==> src/rtl/mult_div_unit_if.sv <==
// mult_div_unit_if: request/result bundle between the datapath and the multiply/divide unit
// Ports (via modports):
//   master -> drives start, alu_control, operand_a, operand_b; observes busy, done, div_zero, hi, lo
//   slave  -> the execution unit; the reverse directions
interface mult_div_unit_if #(
    parameter int WIDTH = 32
);
    logic             start;
    logic [5:0]       alu_control;
    logic [WIDTH-1:0] operand_a;
    logic [WIDTH-1:0] operand_b;
    logic             busy;
    logic             done;
    logic             div_zero;
    logic [WIDTH-1:0] hi;
    logic [WIDTH-1:0] lo;

    modport master (
        output start, alu_control, operand_a, operand_b,
        input  busy, done, div_zero, hi, lo
    );

    modport slave (
        input  start, alu_control, operand_a, operand_b,
        output busy, done, div_zero, hi, lo
    );
endinterface

==> src/rtl/mult_div_unit.sv <==
// mult_div_unit: iterative signed mult/div unit writing the architectural HI/LO registers
// Ports:
//   clk            rising-edge clock
//   rst_n          asynchronous active-low reset
//   bus (slave)    start, alu_control {alu_op,alu_func}, operand_a (rs), operand_b (rt) in;
//                  busy, done (1-cycle pulse), div_zero (with done), hi, lo out
module mult_div_unit #(
    parameter int WIDTH = 32
) (
    input logic            clk,
    input logic            rst_n,
    mult_div_unit_if.slave bus
);
    localparam int CW = (WIDTH > 1) ? $clog2(WIDTH) : 1;

    typedef enum logic [1:0] {IDLE, CALC, FIX} state_t;

    state_t             state_q, state_d;
    logic [CW-1:0]      cnt_q, cnt_d;
    logic [WIDTH-1:0]   a_q, a_d, b_q, b_d, raw_q, raw_d, hi_q, hi_d, lo_q, lo_d;
    logic [2*WIDTH-1:0] acc_q, acc_d;
    logic               sa_q, sa_d, sb_q, sb_d, div_q, div_d, dz_q, dz_d;
    logic               busy_q, busy_d, done_q, done_d, dzo_q, dzo_d;

    logic               is_mult, is_div, accept;
    logic [WIDTH-1:0]   abs_a, abs_b, quo, rem;
    logic [WIDTH:0]     mul_sum, div_diff;
    logic [2*WIDTH-1:0] mul_step, div_step, prod;

    assign is_mult = bus.alu_control == 6'b10_0011;
    assign is_div  = bus.alu_control == 6'b10_0100;
    assign accept  = bus.start && state_q == IDLE && (is_mult || is_div);
    assign abs_a   = bus.operand_a[WIDTH-1] ? -bus.operand_a : bus.operand_a;
    assign abs_b   = bus.operand_b[WIDTH-1] ? -bus.operand_b : bus.operand_b;

    // Multiply: acc = {partial product, remaining multiplier bits}; add on the low bit, shift right
    assign mul_sum  = {1'b0, acc_q[2*WIDTH-1:WIDTH]} + (acc_q[0] ? {1'b0, a_q} : '0);
    assign mul_step = {mul_sum, acc_q[WIDTH-1:1]};

    // Divide: acc = {remainder, dividend/quotient}; shift left, trial-subtract, keep if no borrow
    assign div_diff = {acc_q[2*WIDTH-1:WIDTH], acc_q[WIDTH-1]} - {1'b0, b_q};
    assign div_step = div_diff[WIDTH]
                    ? {acc_q[2*WIDTH-2:0], 1'b0}
                    : {div_diff[WIDTH-1:0], acc_q[WIDTH-2:0], 1'b1};

    assign prod = (sa_q ^ sb_q) ? -acc_q : acc_q;
    assign quo  = acc_q[WIDTH-1:0];
    assign rem  = acc_q[2*WIDTH-1:WIDTH];

    always_comb begin
        state_d = state_q;
        cnt_d   = cnt_q;
        a_d     = a_q;
        b_d     = b_q;
        raw_d   = raw_q;
        sa_d    = sa_q;
        sb_d    = sb_q;
        div_d   = div_q;
        dz_d    = dz_q;
        acc_d   = acc_q;
        hi_d    = hi_q;
        lo_d    = lo_q;
        done_d  = 1'b0;
        dzo_d   = 1'b0;
        unique case (state_q)
            IDLE: begin
                if (accept) begin
                    state_d = CALC;
                    cnt_d   = '0;
                    a_d     = abs_a;
                    b_d     = abs_b;
                    raw_d   = bus.operand_a;
                    sa_d    = bus.operand_a[WIDTH-1];
                    sb_d    = bus.operand_b[WIDTH-1];
                    div_d   = is_div;
                    dz_d    = is_div && bus.operand_b == '0;
                    acc_d   = {{WIDTH{1'b0}}, is_div ? abs_a : abs_b};
                end
            end
            CALC: begin
                acc_d   = div_q ? div_step : mul_step;
                cnt_d   = cnt_q + CW'(1);
                state_d = (cnt_q == CW'(WIDTH - 1)) ? FIX : CALC;
            end
            FIX: begin
                state_d = IDLE;
                done_d  = 1'b1;
                dzo_d   = dz_q;
                if (!div_q) begin
                    {hi_d, lo_d} = prod;
                end else if (dz_q) begin
                    hi_d = raw_q;
                    lo_d = '1;
                end else begin
                    // Quotient truncates toward zero; remainder follows the dividend's sign
                    lo_d = (sa_q ^ sb_q) ? -quo : quo;
                    hi_d = sa_q ? -rem : rem;
                end
            end
            default: state_d = IDLE;
        endcase
        busy_d = state_d != IDLE;
    end

    always_ff @(posedge clk or negedge rst_n) begin
        if (!rst_n) begin
            state_q <= IDLE;
            cnt_q   <= '0;
            a_q     <= '0;
            b_q     <= '0;
            raw_q   <= '0;
            sa_q    <= 1'b0;
            sb_q    <= 1'b0;
            div_q   <= 1'b0;
            dz_q    <= 1'b0;
            acc_q   <= '0;
            hi_q    <= '0;
            lo_q    <= '0;
            busy_q  <= 1'b0;
            done_q  <= 1'b0;
            dzo_q   <= 1'b0;
        end else begin
            state_q <= state_d;
            cnt_q   <= cnt_d;
            a_q     <= a_d;
            b_q     <= b_d;
            raw_q   <= raw_d;
            sa_q    <= sa_d;
            sb_q    <= sb_d;
            div_q   <= div_d;
            dz_q    <= dz_d;
            acc_q   <= acc_d;
            hi_q    <= hi_d;
            lo_q    <= lo_d;
            busy_q  <= busy_d;
            done_q  <= done_d;
            dzo_q   <= dzo_d;
        end
    end

    assign bus.busy     = busy_q;
    assign bus.done     = done_q;
    assign bus.div_zero = dzo_q;
    assign bus.hi       = hi_q;
    assign bus.lo       = lo_q;
endmodule

==> src/flat_wrapper.sv <==
// flat-port wrapper written by rule: the top's interface ports become plain ports
module mult_div_unit_flat 
#(
    parameter int WIDTH = 32
)
  (clk, rst_n, bus_start, bus_alu_control, bus_operand_a, bus_operand_b, bus_busy, bus_done, bus_div_zero, bus_hi, bus_lo);
  mult_div_unit_if #(.WIDTH(WIDTH)) bus_i ();
  input logic clk;
  input logic rst_n;
  input wire logic [$bits(bus_i.start)-1:0] bus_start;
  input wire logic [$bits(bus_i.alu_control)-1:0] bus_alu_control;
  input wire logic [$bits(bus_i.operand_a)-1:0] bus_operand_a;
  input wire logic [$bits(bus_i.operand_b)-1:0] bus_operand_b;
  output wire logic [$bits(bus_i.busy)-1:0] bus_busy;
  output wire logic [$bits(bus_i.done)-1:0] bus_done;
  output wire logic [$bits(bus_i.div_zero)-1:0] bus_div_zero;
  output wire logic [$bits(bus_i.hi)-1:0] bus_hi;
  output wire logic [$bits(bus_i.lo)-1:0] bus_lo;
  assign bus_i.start = bus_start;
  assign bus_i.alu_control = bus_alu_control;
  assign bus_i.operand_a = bus_operand_a;
  assign bus_i.operand_b = bus_operand_b;
  assign bus_busy = bus_i.busy;
  assign bus_done = bus_i.done;
  assign bus_div_zero = bus_i.div_zero;
  assign bus_hi = bus_i.hi;
  assign bus_lo = bus_i.lo;
  mult_div_unit #(.WIDTH(WIDTH)) u_core (.clk(clk), .rst_n(rst_n), .bus(bus_i));
endmodule
==> config.mk <==
export PLATFORM = sky130hd
export DESIGN_NAME = mult_div_unit_flat
export DESIGN_NICKNAME = d
export VERILOG_FILES = /design/src/rtl/mult_div_unit_if.sv /design/src/rtl/mult_div_unit.sv /design/src/flat_wrapper.sv
export SDC_FILE = /design/constraint.sdc
export NUM_CORES = 1
export LEC_CHECK = 0
export CORE_MARGIN = 2
export CORE_UTILIZATION = 59
export DETAILED_ROUTE_END_ITERATION = 12
export DONT_BUFFER_PORTS = 1
export GPL_TIMING_DRIVEN = 0
export HOLD_SLACK_MARGIN = 0.06
export PLACE_DENSITY = 0.79
export SYNTH_ARGS = -nofsm -noshare
export SYNTH_HDL_FRONTEND = slang
export SYNTH_SLANG_ARGS = --single-unit
==> constraint.sdc <==
create_clock -name clk -period 4.5 [get_ports clk]
set_input_delay 0.9 -clock clk [delete_from_list [all_inputs] [get_ports clk]]
set_output_delay 0.9 -clock clk [all_outputs]
set_load 0.01 [all_outputs]
After elaboration in Yosys (flattened, before gate mapping) --
Cells that the tools add are included.
Storage, ports and cells: bits of input ports 73, bits in registers 238
Cells by class: reductions and logical operators 10, bitwise gates (word level) 1, muxes and demuxes 22, equality and inequality tests 6, add/subtract/negate cells 8
Operators by type and width (number):
- 32-bit 2-to-1 mux | 10
- 64-bit 2-to-1 mux | 4
- 32-bit negator | 4
- 64-bit one-hot mux with 2 select lines | 1
- 64-bit negator | 1
- 32-bit by 33-bit adder with 33-bit output | 1
- 33-bit by 32-bit subtractor with 33-bit output | 1
- 32-bit zero test | 1
- 6-bit == test (second input constant) | 2
- 5-bit one-hot mux with 2 select lines | 1
- 5-bit by 1-bit adder with 5-bit output (second input constant) | 1
- 5-bit == test (second input constant) | 1
- 5-bit 2-to-1 mux | 1
- 2-bit 2-to-1 mux | 2
- 2-bit one-hot mux with 2 select lines | 1
- 2-bit AND reduction | 2
- 2-bit nonzero test | 2
- 1-bit logical AND | 3
- 2-bit by 1-bit == test with 1-bit output (second input constant) | 1
- 2-bit == test (second input constant) | 1
- 2-bit zero test | 1
- 1-bit 2-to-1 mux | 2
- 2-bit by 1-bit inequality test with 1-bit output (second input constant) | 1
- 1-bit logical OR | 1
- 1-bit XOR | 1

Depth between registers and ports, before layout --
Gate-level depths: netlist (run 1).
depth after elaboration 6, depth in mapped cells 15, gate-level depth less buffers 13

Least setup slack after synthesis (run 1) --
OpenSTA, ideal clock, no wires.
path kind register to register, from register u_core.acc_q[0], to register u_core.acc_q[59], cell stages (with the launch flop) 16, required time 4.417 ns, path slack 1.048 ns, arrival time 3.369 ns, buffers on the path 2, cells stage by stage dfrtp_1 > clkbuf_1 > clkbuf_1 > and2_1 > ha_1 > inv_1 > fa_1 > nand2b_1 > a21oi_1 > o31ai_1 > a21oi_1 > a31oi_1 > o311ai_0 > a41oi_1 > xor2_1 > o21ai_0
Between the ends: cells in the longest elaborated chain, start to end 4
RTL lines:
- from (decl) | RTL line mult_div_unit.sv:21 | logic [2*WIDTH-1:0] acc_q, acc_d;
- from (signal assigned) | RTL line mult_div_unit.sv:116 | acc_q <= '0;
- from (signal assigned) | RTL line mult_div_unit.sv:132 | acc_q <= acc_d;
- 32-bit 2-to-1 mux | RTL line mult_div_unit.sv:37 | assign mul_sum = {1'b0, acc_q[2*WIDTH-1:WIDTH]} + (acc_q[0] ? {1'b0, a_q} : '0);
- 32-bit by 33-bit adder with 33-bit output | RTL line mult_div_unit.sv:37
- 64-bit 2-to-1 mux | RTL line mult_div_unit.sv:81 | acc_d = div_q ? div_step : mul_step;
- 64-bit one-hot mux with 2 select lines | RTL line mult_div_unit.sv:65 | unique case (state_q)
Every way passes these cells. A chain may end at the register's enable or synchronous reset.

Final worst setup path (run 1) --
from register u_core.acc_q[0], to register u_core.acc_q[60]
Same word-level chain as after synthesis.

==> parameters.txt, run 1 <==
Parameter                              Value

Status
  Run status ... completed

Drt
  Routed via count divided by cell count ... 6.65
  Iter 0 DRT Violations ... 1854
  Routed wire per std cell ... 25.5 µm
  Wirelength, routed ... 67400 µm
  Router iterations before antenna repair ... 8
  Number of remaining DRC errors ... 0
  Total number of vias ... 17600
  Number of nets with antenna violations after routing ... 0

Synth
  Adder-Cell Fraction of Synth Area ... 0.0520
  Proportion of register bits with asynchronous set or reset after synthesis ... 1.00
  Number of synthesized register bits ... 236
  Dominant combinational cell family by area after synthesis ... compound AO/OA/AOI/OAI gates
  Fraction of the mapped netlist area in compound gates ... 0.229
  Post-synthesis cell area ... 17600 µm²
  Number of nets produced by synthesis ... 2342
  Top cells by area, synth ... dfrtp_1 (34%), nand2_1 (7.2%), o21ai_0 (6.4%)
  Post-synth EDFFs ... 0
  Top post-synthesis cells by count ... nand2_1 (338), dfrtp_1 (236), o21ai_0 (225), a21oi_1 (160), clkbuf_1 (138)
  Simple-gate share of the synthesized area ... 0.202
  Multiplexer share of the synthesized area ... 0.0351
  Post-synth top area share ... 0.335
  Proportion of synthesized chip area in sequential cells ... 0.335
  Netlist cell types ... 76
  Most frequently used cell type in the post-synthesis netlist ... nand2_1
  Post-Synthesis Cells ... 2197
  Library cell with the largest summed area after synthesis ... dfrtp_1
  Warning count from the yosys run ... 0
  Leading register cell type out of synthesis ... dfrtp_1
  Average size of a mapped cell ... 8.02 µm²
  Xor-xnor portion of the synthesized cell area ... 0.0974

Layout
  Number of fill cells ... 2592
  Synthesis-to-finish area growth ... 8.45%
  NumNets Final ... 2376
  Proportion of layout cells with a drive suffix above 1 ... 0.0414

Placement
  Worst Setup Slack post-DPL ... -0.382 ns
  HPWL after detailed placement ... 51700 µm
  Routability Congestion ... 1.04
  Count of port buffers added during placement ... 0

Critical path
  WS Path Type ... flop to flop
  R2R Path End ... u_core.acc_q[60]
  Critical path endpoint category ... flop
  Category of the worst setup path launch point ... flop
  Crit Reg-Reg Startpoint ... u_core.acc_q[0]
  Worst-case reg-to-reg path depth ... 13
  Cell chain of the critical path ... clkbuf_2, nand2_1, inv_1, ha_1, a21oi_1, o2111ai_1, a21o_1, a2111oi_0, o21ai_0, nand4_1, a21oi_1, or3_1, nand4_1
  Data required time of the worst path ... 4.99 ns
  Top fanout value on the critical path ... 10
  Slowest cell on crit path ... a2111oi_0
  Worst reg-to-reg setup slack ... 0.21 ns
  Largest stage delay on the critical path ... 0.78 ns
  Arrival @ worst endpoint ... 4.78 ns

Timing
  Number of failing hold endpoints at the final stage ... 0
  Post-route clock period utilization ... 0.954
  Final slew viol count ... 0
  Worst-margin pin slew ... 1.19 ns
  Relative slew slack ... 0.202
  Final worst hold slack ... 0.231 ns
  Final period demand of the worst path ... 4.29 ns
  Worst Slack Setup Final ... 0.205 ns
  Setup repair after global routing missed its margin ... false
  Fmax ... 233 MHz
  Number of setup violations in the final report ... 0
  Final setup skew ... 0.0230 ns

CTS
  Clock network latency to the later pin of the worst-skew pair ... 0.58 ns
  Root buffer selected by CTS ... clkbuf_16
  CTS sink cnt ... 236
  TritonCTS clock tree ... built
  H-tree Lvls ... 1
  Clock Path Buffers ... 3
  Clock slew at the register clock pins of the worst setup and hold paths ... 0.06 ns
  Number of CTS-inserted buffers ... 27

Power
  Power density over the cells ... 629 nW/µm²
  Peak VDD IR ... 0.303 mV
  Static leakage ... 8.09 nW

Flow run
  Max capacitance violation total ... 0

Floorplanning
  Chip Height ... 177 µm
  Chip width ... 177 µm
  Initial standard-cell utilization of the core ... 0.596
  Number of top-level pins ... 140
  Floorplan die area ... 31300 µm²
  Number of core rows ... 63
  Area of the placeable core ... 29600 µm²

Global routing
  Total congestion overflow ... 0
  Number of global-route vias before repair ... 16800
  First-pass GRT wire length ... 99800 µm
  Total routing resource utilization after global routing ... 0.423
  Number of antenna violations at the first check in global routing ... 7
  Pin count of the biggest net entering global routing ... 237

Min path
  Type of the most critical hold path ... input pin to async pin
-- layer usage --
metal	track usage	wire [µm]	vias up
met5	0	0	-
met4	0.192	3370	0
met3	0.0964	7290	181
met2	0.654	29800	1020
met1	0.567	26900	8486
li1	-	-	7875
-- power breakdown --
group	switching, mW	total (mW)	internal [mW]
Clock	0.965	2.24	1.27
Sequential	0.606	3.19	2.59
Combinational	4.16	6.60	2.43
Total	5.74	12.0	6.29
-- area by class of cell --
cell class,instances,area (µm²),area share
multi-input combinational,1733,10900,0.568
sequential,236,5910,0.309
clock buffer,35,736,0.0385
buffer,156,608,0.0318
tap,390,488,0.0255
inverter,71,267,0.0139
clock inverter,12,138,0.00720
timing repair buffer,6,105,0.00550
antenna,3,7.51,0.000393
-- metrics by stage --
stage	instances	area [µm²]	power, mW	util	setup TNS, ns
final	2642	19100	12.0	0.647	0
after global placement	2587	18100	9.30	0.613	-0.541
after detailed placement	2587	18100	9.45	0.613	-1.34
after global routing	2639	19100	12.7	0.646	0
after CTS	2636	19000	11.7	0.643	0
after floorplan	2197	17600	7.61	-	0
-- cell families after synthesis --
group / Yosys count
multiplexers: 61
AND/OR/NAND/NOR: 745
AO/OA/AOI/OAI: 659
XOR/XNOR: 196
adder cells (fa/ha/maj): 72
buffers and inverters: 228
flip-flops: 236
-- critical path, delay by kind of cell, from the launching register on --
family | cells | cell delay [ns]
compound gates | 6 | 2.11
fa+ha+maj | 1 | 0.21
buf+inv | 2 | 0.42
flops | 1 | 0.70
simple gates | 4 | 0.75
-- sequential cells by signal, indices dropped and copies added (netlist names) --
signal               flops
u_core.sa_q              1
u_core.div_q             1
u_core.bus.done          1
u_core.dz_q              1
u_core.bus.lo           32
u_core.cnt_q             5
u_core.bus.busy          1
u_core.acc_q            64
u_core.a_q              31
u_core.bus.div_zero      1
u_core.raw_q            31
u_core.bus.hi           32
u_core.sb_q              1
u_core.b_q              32
u_core.state_q           2
-- cell usage in the layout, fill, tap and decap left out, types with 11 or more instances in the layout --
master / count
a211oi_1: 47
a21o_1: 29
a21oi_1: 159
a22oi_1: 22
a31oi_1: 27
and2_1: 40
and3_1: 19
and4_1: 16
buf_2: 11
clkbuf_1: 141
clkbuf_16: 27
dfrtp_1: 236
ha_1: 70
inv_1: 70
mux2i_1: 54
nand2_1: 338
nand2b_1: 21
nand3_1: 32
nand4_1: 16
nor2_1: 126
nor2b_1: 12
nor3_1: 32
nor4_1: 12
o211ai_1: 19
o21a_1: 13
o21ai_0: 224
o21ai_1: 13
o31ai_1: 29
o41ai_1: 18
or3_1: 25
or4_1: 19
xnor2_1: 89
xor2_1: 107
-- how the worst max path moves through the flow --
stage	from	to	slack [ns]	depth (start not counted)
2_1_floorplan	u_core.acc_q[0]	u_core.acc_q[59]	1.05	15
3_3_place_gp	u_core.acc_q[0]	u_core.acc_q[59]	-0.21	15
3_5_place_dp	u_core.acc_q[0]	u_core.acc_q[59]	-0.38	15
4_1_cts	u_core.acc_q[0]	u_core.acc_q[59]	0.05	14
5_1_grt	u_core.acc_q[0]	u_core.acc_q[60]	0.07	13
6_report	u_core.acc_q[0]	u_core.acc_q[60]	0.21	13
-- timing repair --
action / 4_1_cts / 5_1_grt
resized for setup: 1 / 6
endpoints found under the hold margin: 236 / 83
setup buffers: 3 / 0
pin swaps: 1 / 0
setup endpoints to repair: 11 / 20
No activity file was read; power rests on OpenSTA's default activity.
==> inputs of run 2 (changes only) <==
--- a/config.mk
+++ b/config.mk
@@ -9,6 +9,7 @@
 export CORE_UTILIZATION = 59
 export DETAILED_ROUTE_END_ITERATION = 12
 export DONT_BUFFER_PORTS = 1
+export GPL_ROUTABILITY_DRIVEN = 1
 export GPL_TIMING_DRIVEN = 0
 export HOLD_SLACK_MARGIN = 0.06
 export PLACE_DENSITY = 0.79
==> results of run 2 <==
No change in the layout: final DEF, timing and power equal those of run 1.
